[config.mk]
export PLATFORM = sky130hd
export DESIGN_NAME = result_strobe_seq
export DESIGN_NICKNAME = d
export VERILOG_FILES = /design/src/rtl/result_strobe_seq.sv
export SDC_FILE = /design/constraint.sdc
export NUM_CORES = 1
export LEC_CHECK = 0
export CORE_MARGIN = 2
export CORE_UTILIZATION = 55
export CTS_BUF_LIST = sky130_fd_sc_hd__clkbuf_16
export CTS_CLUSTER_DIAMETER = 30
export DETAILED_ROUTE_END_ITERATION = 16
export GPL_ROUTABILITY_DRIVEN = 0
export PLACE_DENSITY = 0.95
export SETUP_SLACK_MARGIN = 0.1
export SYNTH_ARGS = -nofsm -noshare
export SYNTH_HDL_FRONTEND = slang
export SYNTH_SLANG_ARGS = --single-unit
[constraint.sdc]
create_clock -name clk -period 3.94 [get_ports clk]
set_input_delay 1.182 -clock clk [delete_from_list [all_inputs] [get_ports clk]]
set_output_delay 1.182 -clock clk [all_outputs]
set_load 0.01 [all_outputs]
[src/rtl/result_strobe_seq.sv]
// Replays a captured 2x2 result tile on a shared byte bus with setup/pulse/hold framed capture strobes.
// One element every SETUP_CYC+PULSE_CYC+HOLD_CYC cycles; load is ignored while busy (ready = ~busy).
module result_strobe_seq #(
  parameter int DATA_W    = 8,
  parameter int SETUP_CYC = 1,
  parameter int PULSE_CYC = 2,
  parameter int HOLD_CYC  = 1
) (
  input  logic              clk,
  input  logic              rst,
  input  logic              load,
  input  logic [DATA_W-1:0] in_c00,
  input  logic [DATA_W-1:0] in_c01,
  input  logic [DATA_W-1:0] in_c10,
  input  logic [DATA_W-1:0] in_c11,
  output logic              ready,
  output logic              busy,
  output logic [DATA_W-1:0] out,
  output logic              c00,
  output logic              c01,
  output logic              c10,
  output logic              c11,
  output logic              done
);

  localparam int MAX_PH = (SETUP_CYC > PULSE_CYC)
                        ? ((SETUP_CYC > HOLD_CYC) ? SETUP_CYC : HOLD_CYC)
                        : ((PULSE_CYC > HOLD_CYC) ? PULSE_CYC : HOLD_CYC);
  localparam int CNT_W = (MAX_PH > 1) ? $clog2(MAX_PH) : 1;

  localparam logic [CNT_W-1:0] SETUP_LAST = CNT_W'(SETUP_CYC - 1);
  localparam logic [CNT_W-1:0] PULSE_LAST = CNT_W'(PULSE_CYC - 1);
  localparam logic [CNT_W-1:0] HOLD_LAST  = CNT_W'(HOLD_CYC - 1);

  typedef enum logic [1:0] {
    S_IDLE,
    S_SETUP,
    S_PULSE,
    S_HOLD
  } state_t;

  state_t                    state_q, state_d;
  logic [CNT_W-1:0]          cnt_q, cnt_d;
  logic [1:0]                idx_q, idx_d;
  logic [1:0]                idx_nxt;
  logic [3:0][DATA_W-1:0]    tile_q, tile_d;
  logic [DATA_W-1:0]         out_q, out_d;
  logic [3:0]                strb_q, strb_d;
  logic                      busy_q, busy_d;
  logic                      ready_q, ready_d;
  logic                      done_q, done_d;

  assign idx_nxt = idx_q + 2'd1;

  always_comb begin
    state_d = state_q;
    cnt_d   = cnt_q;
    idx_d   = idx_q;
    tile_d  = tile_q;
    out_d   = out_q;
    strb_d  = strb_q;
    busy_d  = busy_q;
    done_d  = done_q;

    case (state_q)
      S_IDLE: begin
        if (load) begin
          tile_d  = {in_c11, in_c10, in_c01, in_c00};
          out_d   = in_c00;
          idx_d   = 2'd0;
          cnt_d   = '0;
          state_d = S_SETUP;
          busy_d  = 1'b1;
          done_d  = 1'b0;
        end
      end
      S_SETUP: begin
        if (cnt_q == SETUP_LAST) begin
          cnt_d   = '0;
          state_d = S_PULSE;
          strb_d  = 4'b0001 << idx_q;
        end else begin
          cnt_d = cnt_q + 1'b1;
        end
      end
      S_PULSE: begin
        if (cnt_q == PULSE_LAST) begin
          cnt_d   = '0;
          state_d = S_HOLD;
          strb_d  = '0;
        end else begin
          cnt_d = cnt_q + 1'b1;
        end
      end
      S_HOLD: begin
        if (cnt_q == HOLD_LAST) begin
          cnt_d = '0;
          // out deliberately keeps the last element once the tile completes
          if (idx_q == 2'd3) begin
            state_d = S_IDLE;
            busy_d  = 1'b0;
            done_d  = 1'b1;
          end else begin
            idx_d   = idx_nxt;
            out_d   = tile_q[idx_nxt];
            state_d = S_SETUP;
          end
        end else begin
          cnt_d = cnt_q + 1'b1;
        end
      end
      default: state_d = S_IDLE;
    endcase

    ready_d = ~busy_d;
  end

  always_ff @(posedge clk or negedge rst) begin
    if (!rst) begin
      state_q <= S_IDLE;
      cnt_q   <= '0;
      idx_q   <= 2'd0;
      tile_q  <= '0;
      out_q   <= '0;
      strb_q  <= '0;
      busy_q  <= 1'b0;
      ready_q <= 1'b1;
      done_q  <= 1'b0;
    end else begin
      state_q <= state_d;
      cnt_q   <= cnt_d;
      idx_q   <= idx_d;
      tile_q  <= tile_d;
      out_q   <= out_d;
      strb_q  <= strb_d;
      busy_q  <= busy_d;
      ready_q <= ready_d;
      done_q  <= done_d;
    end
  end

  assign ready = ready_q;
  assign busy  = busy_q;
  assign out   = out_q;
  assign done  = done_q;
  assign c00   = strb_q[0];
  assign c01   = strb_q[1];
  assign c10   = strb_q[2];
  assign c11   = strb_q[3];

endmodule

==> impl_metrics.json <==
{
  "slowest_stage": "clkdlybuf4s50_1",
  "worstPathArrival_ns": 1.32,
  "finalCriticalPeriod_ns": 2.50,
  "chipHeight_um": 71.2,
  "synth_compound_area_frac": 0.0680,
  "area_delta_synth_final_pct": 26.8,
  "postCtsSetupBuffers": 0,
  "grt_usage": 0.206,
  "drv_slew": 0,
  "max-clock-path-buffers": 2,
  "final.period_utilization": 0.635,
  "synth_edf_count": 0,
  "path_buf_inv": 1,
  "dpl_cell_area_um2": 2980,
  "async_flop_share": 1.00,
  "power.density_nw_per_um2": 835,
  "fin_setup_tns_ns": 0,
  "vias_per_cell": 5.66,
  "end_kind": "output pin",
  "hold_class": "flip-flop to flip-flop",
  "cp_max_fo": 1,
  "setup_viol": 0,
  "rsz0062_at_grt": "no",
  "synth_nets": 234,
  "multiInputGateArea_um2": 1100,
  "num_vias": 1642,
  "clock.fmax_mhz": 400,
  "htreeDepth": 2,
  "rows": 24,
  "pin_count": 50,
  "final_util": 0.724,
  "diodes": 0,
  "hpwlAfterDp_um": 3170,
  "drive_gt1_frac": 0.210,
  "seq_area_frac_synth": 0.524,
  "report.final.hold_viol_count": 0,
  "status": "completed",
  "synth_mux_area_frac": 0.261,
  "clockRootBuffer": "clkbuf_16",
  "crit_family": "buffers and inverters",
  "port_buffers": 49,
  "die_area_um2": 5070,
  "ys_warn_count": 0,
  "rrSetupSlack_ns": 1.57,
  "clock_latency_ns": 0.29,
  "cts_tree": "yes",
  "peakVddDrop_uv": 337,
  "skew_ns": 0.00683,
  "remaining_drc_errors": 0,
  "synth-seq-cells": 52,
  "routed_wl_um": 4650,
  "use_met2": 0.333,
  "netlist_area_um2": 2480,
  "post_synth_xor_area_fraction": 0,
  "regArea_um2": 1300,
  "worstMarginPinSlew_ns": 1.11,
  "drtIter0Drc": 101,
  "fin_ws_ns": 1.44,
  "slew_headroom": 0.257,
  "critPathMaxStageDelay_ns": 0.52,
  "die_w_um": 71.2,
  "final_cell_area_um2": 3150,
  "met3_usage": 0.0534,
  "cts.sinks": 52,
  "grt_max_degree": 53,
  "synthFlopType": "dfrtp_1",
  "crit_chain": "clkdlybuf4s50_1",
  "synthAdderAreaFrac": 0.0453,
  "critPathLaunchType": "flip-flop",
  "antenna_found_initial": 0,
  "yosys.cell_types.count": 28,
  "cts-buffers-inserted": 5,
  "syn_inst": 190,
  "cts.repair.resized": 0,
  "met1_usage": 0.261,
  "grt_pass1_wl_um": 8000,
  "synth_top_family_by_area": "multiplexers",
  "pre_cts_slack_ns": 1.30,
  "synth-simple-area-share": 0.0685,
  "avgSynthCellArea_um2": 13.1,
  "fill_cells": 303,
  "drt.antenna.violating_nets": 0,
  "final_nets": 281,
  "maxCapViolCount": 0,
  "cellLeakagePower_nw": 1.33,
  "firstDrtPassIters": 4,
  "grt_pass1_vias": 1733,
  "top_usage_layer": "met2",
  "holdBufCountCts": 0,
  "clk_pin_slew_ns": 0.07,
  "critical_path_class": "flip-flop to output pin",
  "cp.required_ns": 2.76,
  "post_drt_wl_per_cell_um": 16.0,
  "core_region_area_um2": 4350,
  "start_util": 0.571,
  "overflow": 0
}
cell families after synthesis:
logic type,after synthesis
flops,52
mux,50
simple gates,38
compound gates,25
buf+inv,16
fa+ha+maj,9
stage by stage:
step | hold slack [ns] | power (W) | cells
floorplan | 0.470 | 0.00180 | 190
global placement | 0.484 | 0.00208 | 282
detailed placement | 0.488 | 0.00215 | 282
CTS | 0.503 | 0.00266 | 290
global route | 0.512 | 0.00281 | 290
finish | 0.502 | 0.00263 | 290
worst reg2reg max path, cell delays in order, from the launching register on:
cell     delay (ns)
dfrtp_1        0.79
inv_1          0.18
ha_1           0.60
mux4_1         0.35
mux2i_1        0.21
a21oi_1        0.10
flip-flops by register name, summed over array words and instances, names as in the netlist, named ones only:
name and flops:
tile_q 32, out 8, strb_q 4, idx_q 2
state_q 2, cnt_q 1, done 1, ready 1
placed cells by master (no fill, tap or decap):
cell type / Yosys / routed
dfrtp_1: 51 / 51
clkdlybuf4s50_1: 0 / 48
mux2_2: 32 / 32
nor2_1: 19 / 19
a21oi_1: 11 / 11
mux2i_1: 10 / 10
nand2_1: 9 / 9
ha_1: 9 / 9
inv_1: 6 / 6
mux4_2: 6 / 6
clkbuf_16: 0 / 5
a221oi_1: 4 / 4
nor2b_1: 3 / 3
o21ai_0: 3 / 3
a21o_1: 2 / 2
nand2b_1: 2 / 2
mux4_1: 2 / 2
o31ai_1: 2 / 2
nor3_1: 2 / 2
or2_4: 1 / 1
a21oi_4: 1 / 1
nor3b_1: 1 / 1
o21bai_1: 1 / 1
or2b_1: 1 / 1
o32a_1: 1 / 1
clkinv_1: 0 / 1
bufinv_16: 0 / 1
clkinv_4: 0 / 1
buf_2: 5 / 1
buf_4: 0 / 1
dfstp_2: 1 / 1
where the power goes:
part / leakage (nW) / switching, W / internal (W) / total, W
combinational: 0.636 / 0.000507 / 0.000649 / 0.00116
clock: 0.0814 / 0.000192 / 0.000298 / 0.000490
sequential: 0.615 / 0.000177 / 0.000808 / 0.000985
total: 1.33 / 0.000876 / 0.00176 / 0.00263
per-layer routing:
| layer | vias to the layer above | share of wire |
|---|---|---|
| li1 | 765 | - |
| met1 | 820 | 0.42 |
| met2 | 50 | 0.50 |
| met3 | 7 | 0.056 |
| met4 | 0 | 0.019 |
| met5 | - | 0 |
final timing paths:
path | from | to | depth (start not counted)
setup reg to reg | idx_q[0]$_DFFE_PN0P_ | out[0]$_DFFE_PN0P_ | 5
hold reg to reg | tile_q[8]$_DFFE_PN0P_ | tile_q[8]$_DFFE_PN0P_ | 1
max in group asynchronous | rst | async pin | 1
min in group asynchronous | rst | strb_q[1]$_DFFE_PN0P_ | 1
hold / removal | tile_q[8]$_DFFE_PN0P_ | tile_q[8]$_DFFE_PN0P_ | 1
setup / recovery | ready$_DFF_PN1_ | ready | 1
layout make-up:
cell class / instances / share of cell area
repair buffers: 50 / 0.156
clock buffers: 5 / 0.0397
inverters: 6 / 0.00715
multi-input cells: 122 / 0.349
flip-flops and latches: 52 / 0.413
clock inverters: 3 / 0.0135
well taps: 52 / 0.0207
synth_stat cells, types with 3 or more instances:
cell / n / share of area
buf_2: 5 / 0.010
o21ai_0: 3 / 0.0060
nor2b_1: 3 / 0.0076
mux2_2: 32 / 0.15
dfrtp_1: 51 / 0.51
a21oi_1: 11 / 0.022
a221oi_1: 4 / 0.014
mux2i_1: 10 / 0.040
nand2_1: 9 / 0.014
inv_1: 6 / 0.0091
nor2_1: 19 / 0.029
ha_1: 9 / 0.045
mux4_2: 6 / 0.054
Note: power is estimated with default switching activity, not from simulation.
